$ cat src/rtl/mem_port_arbiter_if.sv
// CPU-side and memory-side signals of the unified memory port arbiter.
// slave is the arbiter's view; master is the cpu/memory environment's view.
interface mem_port_arbiter_if #(
  parameter int unsigned INST_WIDTH      = 32,
  parameter int unsigned INST_ADDR_WIDTH = 32,
  parameter int unsigned DATA_WIDTH      = 32,
  parameter int unsigned DATA_ADDR_WIDTH = 32
);
  // instruction fetch
  logic                       if_req;
  logic [INST_ADDR_WIDTH-1:0] if_addr;
  logic [INST_WIDTH-1:0]      if_inst;
  logic                       inst_mem_hazard;

  // data stage
  logic                       dm_rd_req;
  logic [DATA_ADDR_WIDTH-1:0] dm_raddr;
  logic [DATA_WIDTH-1:0]      dm_rdata;
  logic                       dm_wr_req;
  logic [DATA_ADDR_WIDTH-1:0] dm_waddr;
  logic [DATA_WIDTH-1:0]      dm_wdata;
  logic                       data_mem_hazard;

  // single-ported memory
  logic                       mem_req;
  logic                       mem_we;
  logic [DATA_ADDR_WIDTH-1:0] mem_addr;
  logic [DATA_WIDTH-1:0]      mem_wdata;
  logic                       mem_ack;
  logic [DATA_WIDTH-1:0]      mem_rdata;
  logic                       mem_timeout;

  modport slave (
    input  if_req, if_addr, dm_rd_req, dm_raddr, dm_wr_req, dm_waddr, dm_wdata,
           mem_ack, mem_rdata,
    output if_inst, inst_mem_hazard, dm_rdata, data_mem_hazard,
           mem_req, mem_we, mem_addr, mem_wdata, mem_timeout
  );

  modport master (
    output if_req, if_addr, dm_rd_req, dm_raddr, dm_wr_req, dm_waddr, dm_wdata,
           mem_ack, mem_rdata,
    input  if_inst, inst_mem_hazard, dm_rdata, data_mem_hazard,
           mem_req, mem_we, mem_addr, mem_wdata, mem_timeout
  );
endinterface

$ cat src/rtl/mem_port_arbiter.sv
// Shares one req/ack memory port between instruction fetch and the data stage,
// stalling each requester through its hazard output until its access completes.
module mem_port_arbiter #(
  parameter int unsigned INST_WIDTH      = 32,
  parameter int unsigned INST_ADDR_WIDTH = 32,
  parameter int unsigned DATA_WIDTH      = 32,
  parameter int unsigned DATA_ADDR_WIDTH = 32,
  parameter int unsigned TIMEOUT_CYCLES  = 64
) (
  input  logic               cpu_clk,
  input  logic               cpu_rst_n,
  mem_port_arbiter_if.slave  bus
);

  localparam int unsigned IW    = INST_WIDTH;
  localparam int unsigned IAW   = INST_ADDR_WIDTH;
  localparam int unsigned DW    = DATA_WIDTH;
  localparam int unsigned DAW   = DATA_ADDR_WIDTH;
  localparam int unsigned CNT_W = (TIMEOUT_CYCLES > 0) ? $clog2(TIMEOUT_CYCLES + 1) : 1;
  localparam logic [CNT_W-1:0] CNT_MAX = CNT_W'(TIMEOUT_CYCLES);
  localparam bit               TO_EN   = (TIMEOUT_CYCLES != 0);

  typedef enum logic [1:0] {
    IDLE = 2'd0,
    INST = 2'd1,
    DWR  = 2'd2,
    DRD  = 2'd3
  } state_e;

  state_e           state_q,     state_d;
  logic             mem_req_q,   mem_req_d;
  logic             mem_we_q,    mem_we_d;
  logic [DAW-1:0]   mem_addr_q,  mem_addr_d;
  logic [DW-1:0]    mem_wdata_q, mem_wdata_d;
  logic             wr_done_q,   wr_done_d;
  logic [CNT_W-1:0] wait_cnt_q,  wait_cnt_d;
  logic             timeout_q,   timeout_d;
  logic [IW-1:0]    inst_q,      inst_d;
  logic [DW-1:0]    rdata_q,     rdata_d;

  logic             ack_inst;
  logic             ack_dwr;
  logic             ack_drd;
  logic             wr_pend;
  logic             inst_hazard;
  logic             data_hazard;
  logic [IAW-1:0]   fetch_addr;

  assign fetch_addr = bus.if_addr;

  // completion strobes only count in the state that owns the port
  assign ack_inst = (state_q == INST) & bus.mem_ack;
  assign ack_dwr  = (state_q == DWR)  & bus.mem_ack;
  assign ack_drd  = (state_q == DRD)  & bus.mem_ack;

  // a write stays requested while the cpu stalls on a following read; wr_done masks it
  assign wr_pend  = bus.dm_wr_req & ~wr_done_q;

  assign inst_hazard = bus.if_req & ~ack_inst;
  assign data_hazard = (wr_pend & ~ack_dwr) | (bus.dm_rd_req & ~ack_drd);

  assign bus.inst_mem_hazard = inst_hazard;
  assign bus.data_mem_hazard = data_hazard;
  assign bus.if_inst         = ack_inst ? IW'(bus.mem_rdata) : inst_q;
  assign bus.dm_rdata        = ack_drd  ? bus.mem_rdata      : rdata_q;
  assign bus.mem_req         = mem_req_q;
  assign bus.mem_we          = mem_we_q;
  assign bus.mem_addr        = mem_addr_q;
  assign bus.mem_wdata       = mem_wdata_q;
  assign bus.mem_timeout     = timeout_q;

  // state register and registered memory-side outputs
  always_ff @(posedge cpu_clk or negedge cpu_rst_n) begin
    if (!cpu_rst_n) begin
      state_q     <= IDLE;
      mem_req_q   <= 1'b0;
      mem_we_q    <= 1'b0;
      mem_addr_q  <= '0;
      mem_wdata_q <= '0;
      wr_done_q   <= 1'b0;
      wait_cnt_q  <= '0;
      timeout_q   <= 1'b0;
      inst_q      <= '0;
      rdata_q     <= '0;
    end else begin
      state_q     <= state_d;
      mem_req_q   <= mem_req_d;
      mem_we_q    <= mem_we_d;
      mem_addr_q  <= mem_addr_d;
      mem_wdata_q <= mem_wdata_d;
      wr_done_q   <= wr_done_d;
      wait_cnt_q  <= wait_cnt_d;
      timeout_q   <= timeout_d;
      inst_q      <= inst_d;
      rdata_q     <= rdata_d;
    end
  end

  // next-state selection, port loading, wait counter and sticky timeout
  always_comb begin
    state_d     = state_q;
    mem_req_d   = mem_req_q;
    mem_we_d    = mem_we_q;
    mem_addr_d  = mem_addr_q;
    mem_wdata_d = mem_wdata_q;
    wr_done_d   = wr_done_q;
    wait_cnt_d  = wait_cnt_q;
    timeout_d   = timeout_q;
    inst_d      = inst_q;
    rdata_d     = rdata_q;

    unique case (state_q)
      IDLE: begin
        if (wr_pend)            state_d = DWR;
        else if (bus.dm_rd_req) state_d = DRD;
        else if (bus.if_req)    state_d = INST;
      end
      INST: begin
        if (bus.mem_ack) begin
          inst_d = IW'(bus.mem_rdata);
          if (wr_pend)            state_d = DWR;
          else if (bus.dm_rd_req) state_d = DRD;
          else                    state_d = IDLE;
        end
      end
      DWR: begin
        if (bus.mem_ack) begin
          wr_done_d = 1'b1;
          if (bus.dm_rd_req)   state_d = DRD;
          else if (bus.if_req) state_d = INST;
          else                 state_d = IDLE;
        end
      end
      DRD: begin
        if (bus.mem_ack) begin
          rdata_d = bus.mem_rdata;
          if (bus.if_req) state_d = INST;
          else            state_d = IDLE;
        end
      end
      default: state_d = IDLE;
    endcase

    // busy states only change on ack, so "no change" while busy means still waiting
    if (state_d != state_q) begin
      wait_cnt_d = '0;
      mem_req_d  = (state_d != IDLE);
      mem_we_d   = (state_d == DWR);
      unique case (state_d)
        INST: mem_addr_d = DAW'(fetch_addr);
        DWR: begin
          mem_addr_d  = bus.dm_waddr;
          mem_wdata_d = bus.dm_wdata;
        end
        DRD:     mem_addr_d = bus.dm_raddr;
        default: ;
      endcase
    end else if ((state_q != IDLE) && (wait_cnt_q != CNT_MAX)) begin
      wait_cnt_d = wait_cnt_q + CNT_W'(1);
    end

    if (TO_EN && (state_d == state_q) && (state_q != IDLE) && (wait_cnt_d == CNT_MAX))
      timeout_d = 1'b1;

    // retiring the cpu's data op re-arms the write for the next instruction
    if (!data_hazard && (bus.dm_wr_req || bus.dm_rd_req))
      wr_done_d = 1'b0;
  end

  // a pending memory request keeps its address and direction until acked
  a_req_held: assert property (@(posedge cpu_clk) disable iff (!cpu_rst_n)
    (bus.mem_req && !bus.mem_ack) |=> (bus.mem_req && $stable(bus.mem_addr) && $stable(bus.mem_we)));

  a_req_state: assert property (@(posedge cpu_clk) disable iff (!cpu_rst_n)
    bus.mem_req == (state_q != IDLE));

endmodule

$ cat src/flat_wrapper.sv
// flat-port wrapper written by rule: the top's interface ports become plain ports
module mem_port_arbiter_flat 
#(
  parameter int unsigned INST_WIDTH      = 32,
  parameter int unsigned INST_ADDR_WIDTH = 32,
  parameter int unsigned DATA_WIDTH      = 32,
  parameter int unsigned DATA_ADDR_WIDTH = 32,
  parameter int unsigned TIMEOUT_CYCLES  = 64
)
  (cpu_clk, cpu_rst_n, bus_if_req, bus_if_addr, bus_dm_rd_req, bus_dm_raddr, bus_dm_wr_req, bus_dm_waddr, bus_dm_wdata, bus_mem_ack, bus_mem_rdata, bus_if_inst, bus_inst_mem_hazard, bus_dm_rdata, bus_data_mem_hazard, bus_mem_req, bus_mem_we, bus_mem_addr, bus_mem_wdata, bus_mem_timeout);
  mem_port_arbiter_if #(.INST_WIDTH(INST_WIDTH), .INST_ADDR_WIDTH(INST_ADDR_WIDTH), .DATA_WIDTH(DATA_WIDTH), .DATA_ADDR_WIDTH(DATA_ADDR_WIDTH)) bus_i ();
  input  logic cpu_clk;
  input  logic cpu_rst_n;
  input wire logic [$bits(bus_i.if_req)-1:0] bus_if_req;
  input wire logic [$bits(bus_i.if_addr)-1:0] bus_if_addr;
  input wire logic [$bits(bus_i.dm_rd_req)-1:0] bus_dm_rd_req;
  input wire logic [$bits(bus_i.dm_raddr)-1:0] bus_dm_raddr;
  input wire logic [$bits(bus_i.dm_wr_req)-1:0] bus_dm_wr_req;
  input wire logic [$bits(bus_i.dm_waddr)-1:0] bus_dm_waddr;
  input wire logic [$bits(bus_i.dm_wdata)-1:0] bus_dm_wdata;
  input wire logic [$bits(bus_i.mem_ack)-1:0] bus_mem_ack;
  input wire logic [$bits(bus_i.mem_rdata)-1:0] bus_mem_rdata;
  output wire logic [$bits(bus_i.if_inst)-1:0] bus_if_inst;
  output wire logic [$bits(bus_i.inst_mem_hazard)-1:0] bus_inst_mem_hazard;
  output wire logic [$bits(bus_i.dm_rdata)-1:0] bus_dm_rdata;
  output wire logic [$bits(bus_i.data_mem_hazard)-1:0] bus_data_mem_hazard;
  output wire logic [$bits(bus_i.mem_req)-1:0] bus_mem_req;
  output wire logic [$bits(bus_i.mem_we)-1:0] bus_mem_we;
  output wire logic [$bits(bus_i.mem_addr)-1:0] bus_mem_addr;
  output wire logic [$bits(bus_i.mem_wdata)-1:0] bus_mem_wdata;
  output wire logic [$bits(bus_i.mem_timeout)-1:0] bus_mem_timeout;
  assign bus_i.if_req = bus_if_req;
  assign bus_i.if_addr = bus_if_addr;
  assign bus_i.dm_rd_req = bus_dm_rd_req;
  assign bus_i.dm_raddr = bus_dm_raddr;
  assign bus_i.dm_wr_req = bus_dm_wr_req;
  assign bus_i.dm_waddr = bus_dm_waddr;
  assign bus_i.dm_wdata = bus_dm_wdata;
  assign bus_i.mem_ack = bus_mem_ack;
  assign bus_i.mem_rdata = bus_mem_rdata;
  assign bus_if_inst = bus_i.if_inst;
  assign bus_inst_mem_hazard = bus_i.inst_mem_hazard;
  assign bus_dm_rdata = bus_i.dm_rdata;
  assign bus_data_mem_hazard = bus_i.data_mem_hazard;
  assign bus_mem_req = bus_i.mem_req;
  assign bus_mem_we = bus_i.mem_we;
  assign bus_mem_addr = bus_i.mem_addr;
  assign bus_mem_wdata = bus_i.mem_wdata;
  assign bus_mem_timeout = bus_i.mem_timeout;
  mem_port_arbiter #(.INST_WIDTH(INST_WIDTH), .INST_ADDR_WIDTH(INST_ADDR_WIDTH), .DATA_WIDTH(DATA_WIDTH), .DATA_ADDR_WIDTH(DATA_ADDR_WIDTH), .TIMEOUT_CYCLES(TIMEOUT_CYCLES)) u_core (.cpu_clk(cpu_clk), .cpu_rst_n(cpu_rst_n), .bus(bus_i));
endmodule
$ cat config.mk
export PLATFORM = sky130hd
export DESIGN_NAME = mem_port_arbiter_flat
export DESIGN_NICKNAME = d
export VERILOG_FILES = /design/src/rtl/mem_port_arbiter_if.sv /design/src/rtl/mem_port_arbiter.sv /design/src/flat_wrapper.sv
export SDC_FILE = /design/constraint.sdc
export NUM_CORES = 1
export LEC_CHECK = 0
export ABC_AREA = 1
export CAP_MARGIN = 25
export CELL_PAD_IN_SITES_DETAIL_PLACEMENT = 1
export CELL_PAD_IN_SITES_GLOBAL_PLACEMENT = 1
export CORE_MARGIN = 1
export CORE_UTILIZATION = 27
export CTS_BUF_LIST = sky130_fd_sc_hd__clkbuf_4 sky130_fd_sc_hd__clkbuf_8
export DETAILED_ROUTE_END_ITERATION = 8
export PLACE_DENSITY = 0.78
export SYNTH_ARGS = -nofsm -noshare
export SYNTH_HDL_FRONTEND = slang
export SYNTH_SLANG_ARGS = --single-unit
$ cat constraint.sdc
create_clock -name cpu_clk -period 1.5 [get_ports cpu_clk]
set_input_delay 0.225 -clock cpu_clk [delete_from_list [all_inputs] [get_ports cpu_clk]]
set_output_delay 0.225 -clock cpu_clk [all_outputs]
set_load 0.01 [all_outputs]
## Yosys cells after proc, flatten, opt, wreduce, memory -nomap -nowiden

Index checks and enable logic that the tools add are counted.

| storage, ports and cells | value |
|---|---|
| ROM bits | 0 |
| latch bits | 0 |
| register bits after elaboration | 141 |
| memories | 0 |
| bits of input ports | 166 |
| logic and storage cells | 69 |
| RAM bits | 0 |
| output and inout bits | 133 |

| cells by class | value |
|---|---|
| equal/unequal tests | 10 |
| add/subtract/negate cells | 1 |
| reductions and logical operators | 17 |
| multipliers | 0 |
| muxes and demuxes | 19 |
| bitwise logic cells | 12 |
| magnitude comparators | 0 |
| div/mod/pow operators | 0 |
| shifts and indexed selects | 0 |

Operators by type and width:

| operator | number |
|---|---|
| $pmux W32 S3 | 1 |
| $mux W32 | 2 |
| $mux W2 | 9 |
| $mux W7 | 2 |
| $reduce_and A2 Y1 | 5 |
| $eq A2 B2 Y1 const B | 4 |
| $pmux W2 S4 | 1 |
| $reduce_bool A2 Y1 | 4 |
| $add A7 B1 Y7 const B | 1 |
| $and A1 B1 Y1 | 7 |
| $eq A7 B7 Y1 const B | 1 |
| $ne A7 B7 Y1 const B | 1 |
| $eq A2 B1 Y1 const B | 2 |
| $logic_and A1 B1 Y1 | 4 |
| $mux W1 | 4 |
| $not A1 Y1 | 4 |
| $reduce_bool A3 Y1 | 1 |
| $eq A2 B2 Y1 | 1 |
| $logic_not A2 Y1 | 1 |
| $ne A2 B2 Y1 | 1 |
| $logic_not A1 Y1 | 1 |
| $logic_or A1 B1 Y1 | 1 |
| $or A1 B1 Y1 | 1 |

## Depth between registers and ports, before layout

| depth | value |
|---|---|
| depth in word-level cells | 9 |
| depth in mapped cells | 15 |
| gate-level depth less buffers | 14 |

## Worst setup path after synthesis

No wires, ideal clock.

| path | value |
|---|---|
| path kind | register to register |
| from | register u_core.state_q[1] |
| to | register u_core.mem_addr_q[11] (netlist: u_core.bus.mem_addr[11]) |
| arrival | 1.489 ns |
| cell stages (with the launch flop) | 14 |
| buffers on the path | 1 |
| setup slack | -0.105 ns |
| library setup time | 0.117 ns |
| clock period less this slack | 1.605 ns |
| required time | 1.383 ns |
| cell sequence | dfrtp_1 > nor2_1 > inv_2 > nand2_1 > inv_1 > nand3_1 > nand2_2 > inv_2 > nand2_4 > nand2_2 > inv_2 > buf_2 > nand2_1 > nand2_1 |

| between the ends | value |
|---|---|
| longest elaborated chain between the ends | 7 |
| elaborated cells between the ends (all ways) | 18 |
| classes of those cells | eq/ne (7); mux (8); reduce/logical (3) |

RTL lines:

| what | RTL line | source |
|---|---|---|
| start: declaration | mem_port_arbiter.sv:30 | `state_e state_q, state_d;` |
| start signal: assignment | mem_port_arbiter.sv:86 | `state_q <= state_d;` |
| $mux W2 | mem_port_arbiter.sv:116 | `else if (bus.if_req) state_d = INST;` |
| $mux W2 | mem_port_arbiter.sv:115 | `else if (bus.dm_rd_req) state_d = DRD;` |
| $mux W2 | mem_port_arbiter.sv:114 | `if (wr_pend) state_d = DWR;` |
| $pmux W2 S4 | mem_port_arbiter.sv:112 | `unique case (state_q)` |
| $eq A2 B1 Y1 / $eq A2 B2 Y1 (equally long branches) | mem_port_arbiter.sv:149 | `unique case (state_d)` |
| $reduce_bool A3 Y1 (no line) | n/a |  |
| $reduce_and A2 Y1 (no line) | n/a |  |
| end signal: assignment | mem_port_arbiter.sv:89 | `mem_addr_q <= mem_addr_d;` |
| end: declaration | mem_port_arbiter.sv:33 | `logic [DAW-1:0] mem_addr_q, mem_addr_d;` |

Several ways; a longest one is shown, not always the timed one.
A chain may end at the register's enable or synchronous reset.

## Final worst setup path

| path | value |
|---|---|
| from | register u_core.state_q[0] |
| to | output bus_if_inst[27] |

| between the ends | value |
|---|---|
| longest elaborated chain between the ends | 3 |

RTL lines:

| what | RTL line | source |
|---|---|---|
| $eq A2 B1 Y1 | mem_port_arbiter.sv:52 | `assign ack_inst = (state_q == INST) & bus.mem_ack;` |
| $and A1 B1 Y1 | mem_port_arbiter.sv:52 |  |
| $mux W32 | mem_port_arbiter.sv:64 | `assign bus.if_inst = ack_inst ? IW'(bus.mem_rdata) : inst_q;` |
| end: declaration | flat_wrapper.sv:23 | `output wire logic [$bits(bus_i.if_inst)-1:0] bus_if_inst;` |

No other way between the ends.

==> results <==
- The worst pin sits at a relative slew slack of 0.7117.
- The first global-routing pass estimated 38140 um of wire.
- TritonCTS built the clock tree.
- The maximum single-stage delay on the critical path is roughly 0.42 ns.
- The detailed-route wire length is around 31000 um.
- The initial antenna violation count came to 0.
- The cell at the slowest stage of the critical path is sky130_fd_sc_hd__dfrtp_2.
- Of the available clock period, the critical path in the final layout requires 1.374.
- The power density over the cells is 2420 nW/um^2.
- By instance count, the leading cell after synthesis is sky130_fd_sc_hd__nand2_1.
- After layout, the worst setup slack is -0.5606 ns.
- The number of different library cells in the post-synthesis netlist is 22.
- The area growth from synthesis to layout is 103.6%.
- The number of global-route vias before repair is between 6k and 7k.
- The tightest min-delay check is of the in -> async type.
- The DRC marker count from the first detailed-route iteration is a little over 300.
- The signal on the critical path passes through inv_2 > nor2_4 > nand2_8 > buf_6 > buf_8 > o21ai_4 > buf_6.
- The die covers around 24000 um^2.
- The number of buffers and inverters on the critical path is 4.
- For this run, asynchronously set or reset flops after synthesis account for 1.000.
- The pre-antenna-repair detailed-routing pass consisted of 4 iterations.
- The number of endpoints failing setup at the final stage is 140.
- After detailed routing, the number of vias per cell comes to 4.730.
- Synthesis produced a netlist with a net count of just under 1k.
- The clock tree root buffer cell is sky130_fd_sc_hd__clkbuf_8.
- The number of port buffers is around 300.
- The initial utilization of the core area, before any placement, comes to 0.2766.
- The residual antenna-violating net count after detailed routing is 0.
- The clock tree synthesis step divided the H-tree into 4 levels.
- The final-stage net count is 1368.
- The final reports fail on negative setup slack.
- The dominant cell type by area after synthesis is sky130_fd_sc_hd__dfrtp_1.
- The utilization of the core after routing is 0.5632.
- The detailed-route DRC error count is 0.
- The tool flagged a number of max-cap violations equal to 0.
- After global routing the overflow that remains totals 0.
- The worst setup path is launched from a flip-flop.
- From bottom edge to top edge, the die measures approximately 150 um.
- The cell family with the largest share of critical-path delay is buffers and inverters.
- The arrival time reported for the critical path endpoint is roughly 1.8 ns.
- The later pin in the worst-skew pair is clocked with a latency of 0.47 ns.
- The setup TNS is -57.48 ns.
- Counting the fill cells in the layout gives 2501.
- The final estimated routing congestion in global placement is between 0.8 and 0.9.
- Summed over all cells, the static leakage comes to about 7 nW.
- By area the synthesized netlist is led by sky130_fd_sc_hd__dfrtp_1, sky130_fd_sc_hd__nand2_1, sky130_fd_sc_hd__nand3_1.
- For the worst flop-to-flop path, the logic depth is 15.
- The area share of the largest cell type after synthesis is 0.5616.
- The share of the yosys chip area belonging to registers is 0.5616.
- Dividing the detail-routed wire length by the instance count gives roughly 20 um.
- No sink is reached through more buffers than the 2 on the longest clock path.
- For the pin with the worst max-slew slack, the measured transition is between 0.4 and 0.5 ns.
- The start-to-end type of the worst setup path is reg -> out.
- Entering global routing, the biggest net connects 53 pins.
- The post-detailed-placement half-perimeter wirelength is between 15000 and 20000 um.
- The data required time of the critical path is 1.27 ns.
- The Yosys step of the flow raised 0 warnings.
- The fraction of layout instances using a drive strength above 1 is 0.3644.
- The synthesized netlist cell count is just under 800.
- The run finished, with violations left.
- 0 antenna diodes ended up in the layout.
- The final count of hold timing violations is 0.
- The clock transition at the registers of the reported paths is around 0.10 ns.
- The most frequently used flop master after synthesis is sky130_fd_sc_hd__dfrtp_1.
- Summing all non-filler instances in the final layout gives an area of about 13000 um^2.
- Summing internal, switching and leakage power gives ~31 mW.
- The tightest hold path in the finished design has a slack of between 0.2 and 0.25 ns.
- STA classifies the critical path endpoint as an output pin.
- The minimum setup slack among reg-to-reg paths is -0.49 ns.
- Yosys mapped a number of flops with a built-in enable equal to 0.
- The clock drives 141 sinks.
- In this run the critical register-to-register path is captured at u_core.bus.mem_addr[25].
- The site row count is 55.
- After layout, the minimum clock period comes to about 2 ns.
- Each instance of the synthesized netlist takes up on average about 7.9 um^2.
- In this run the horizontal extent of the chip is between 150 and 200 um.
- Counting the buffers created by CTS gives 17.
- The startpoint of the most critical register-to-register path is u_core.state_q[0].
- Along the worst path, the maximum fanout reaches 7.
- The area of the core is between 20000 and 25000 um^2.
- The worst IR drop on VDD is 1.257 mV.
- Counting instances in the post-synthesis netlist gives the leading cell types as sky130_fd_sc_hd__nand2_1, sky130_fd_sc_hd__dfrtp_1, sky130_fd_sc_hd__nand3_1, sky130_fd_sc_hd__o21ai_0, sky130_fd_sc_hd__inv_1.
- The total count of max-transition violations in the final report was 0.
- The clock skew is between 0.02 and 0.025 ns.
- The total I/O pin count is between 200 and 300.
- The post-synthesis sequential element count is between 100 and 150.
- Timing would allow up to 485.3 MHz.
- Summing all placed instances gives a cell area of between 10000 and 15000 um^2.
- The most numerous cell type found on the critical path is sky130_fd_sc_hd__buf_6.
- The mapped netlist covers approximately 6300 um^2.
- Setup repair after global routing could not meet its margin everywhere.
- The overall global routing resource usage is 0.2079.
- The overall via count from detail_route is 7086.
kinds of logic (layout without fill, tap and decap cells):
logic type | Yosys count | in the layout | share of synthesized area
buffers and inverters | 104 | 524 | 0.07150
adders and majority gates | 2 | 2 | 0.003983
xor gates and xnor gates | 4 | 4 | 0.005576
and+or+nand+nor | 469 | 469 | 0.2987
DFF | 141 | 141 | 0.5616
AOI/OAI and AO/OA | 73 | 73 | 0.05855
per-stage QoR:
stage               worst slack, ns  cells
finish                      -0.5606   1498
global route                -0.6439   1498
CTS                         -0.6018   1462
detailed placement          -0.9338   1417
global placement            -0.7346   1417
floorplan                  -0.04858    793
final cells by class:
type                    instances  area, um^2  share of cell area
clock buffers                  18       241.5             0.01888
clock inverters                14       156.4             0.01223
inverters                      66       265.3             0.02074
multi-input cells             548        3538              0.2767
flip-flops and latches        141        3531              0.2761
well taps                     285       356.6             0.02788
repair buffers                426        4701              0.3675
worst max-delay path by stage:
stage                            from                 endpoint  slack, ns  cells past startpoint
detailed placement        bus_mem_ack          bus_dm_rdata[2]      -0.93                      7
global placement          bus_mem_ack  u_core.bus.mem_addr[27]      -0.73                     14
global route        u_core.state_q[0]          bus_if_inst[27]      -0.64                      7
floorplan           u_core.state_q[0]  u_core.bus.mem_addr[22]      -0.05                     12
CTS                 u_core.state_q[1]          bus_if_inst[20]      -0.60                      5
finish              u_core.state_q[0]          bus_if_inst[27]      -0.56                      7
cells in the final DEF (no fill, tap or decap), drive strengths merged, types with 2 or more instances in the layout:
cell	n
o21ai	69
o22ai	2
xor2	4
a21oi	2
buf	177
ha	2
clkdlybuf4s50	164
nand3	73
nand2	373
clkbuf	34
clkinvlp	4
inv	72
dfrtp	141
nor2	21
clkinv	3
dlymetal6s2s	67
timing repair:
item                                    4_1_cts  5_1_grt
hold buffers                                  1        0
buffers inserted                              8       19
resized for setup                           345      408
hold endpoints to repair                     29        0
pin swaps                                     2       54
endpoints found under the setup margin      207      209
gates cloned                                  5       20
layer usage:
metal  GRT usage  up-vias  share of wire
li1            -     3277              -
met1      0.2588     3471           0.38
met2      0.3508      289           0.53
met3     0.05716       49          0.062
met4     0.06129        0          0.025
met5           0        -              0
worst register-to-register path: cells and delay by family, from the launching register on:
family | cells | cell delay, ns
DFF | 1 | 0.42
buffers and inverters | 6 | 0.66
and+or+nand+nor | 9 | 0.81
registers in the layout, indices dropped and copies added, names as in the netlist:
signal	flops
u_core.bus.mem_addr	32
u_core.state_q	2
u_core.rdata_q	32
u_core.wait_cnt_q	7
u_core.bus.mem_req	1
u_core.bus.mem_we	1
u_core.wr_done_q	1
u_core.inst_q	32
u_core.bus.mem_timeout	1
u_core.bus.mem_wdata	32
power by group:
group | internal (mW) | leakage, nW | switching, mW
combinational | 10.2 | 4.93 | 11.0
sequential | 5.61 | 1.76 | 0.964
clock | 1.40 | 0.190 | 1.80
total | 17.2 | 6.88 | 13.7
Power figures use the tool's default switching activity.
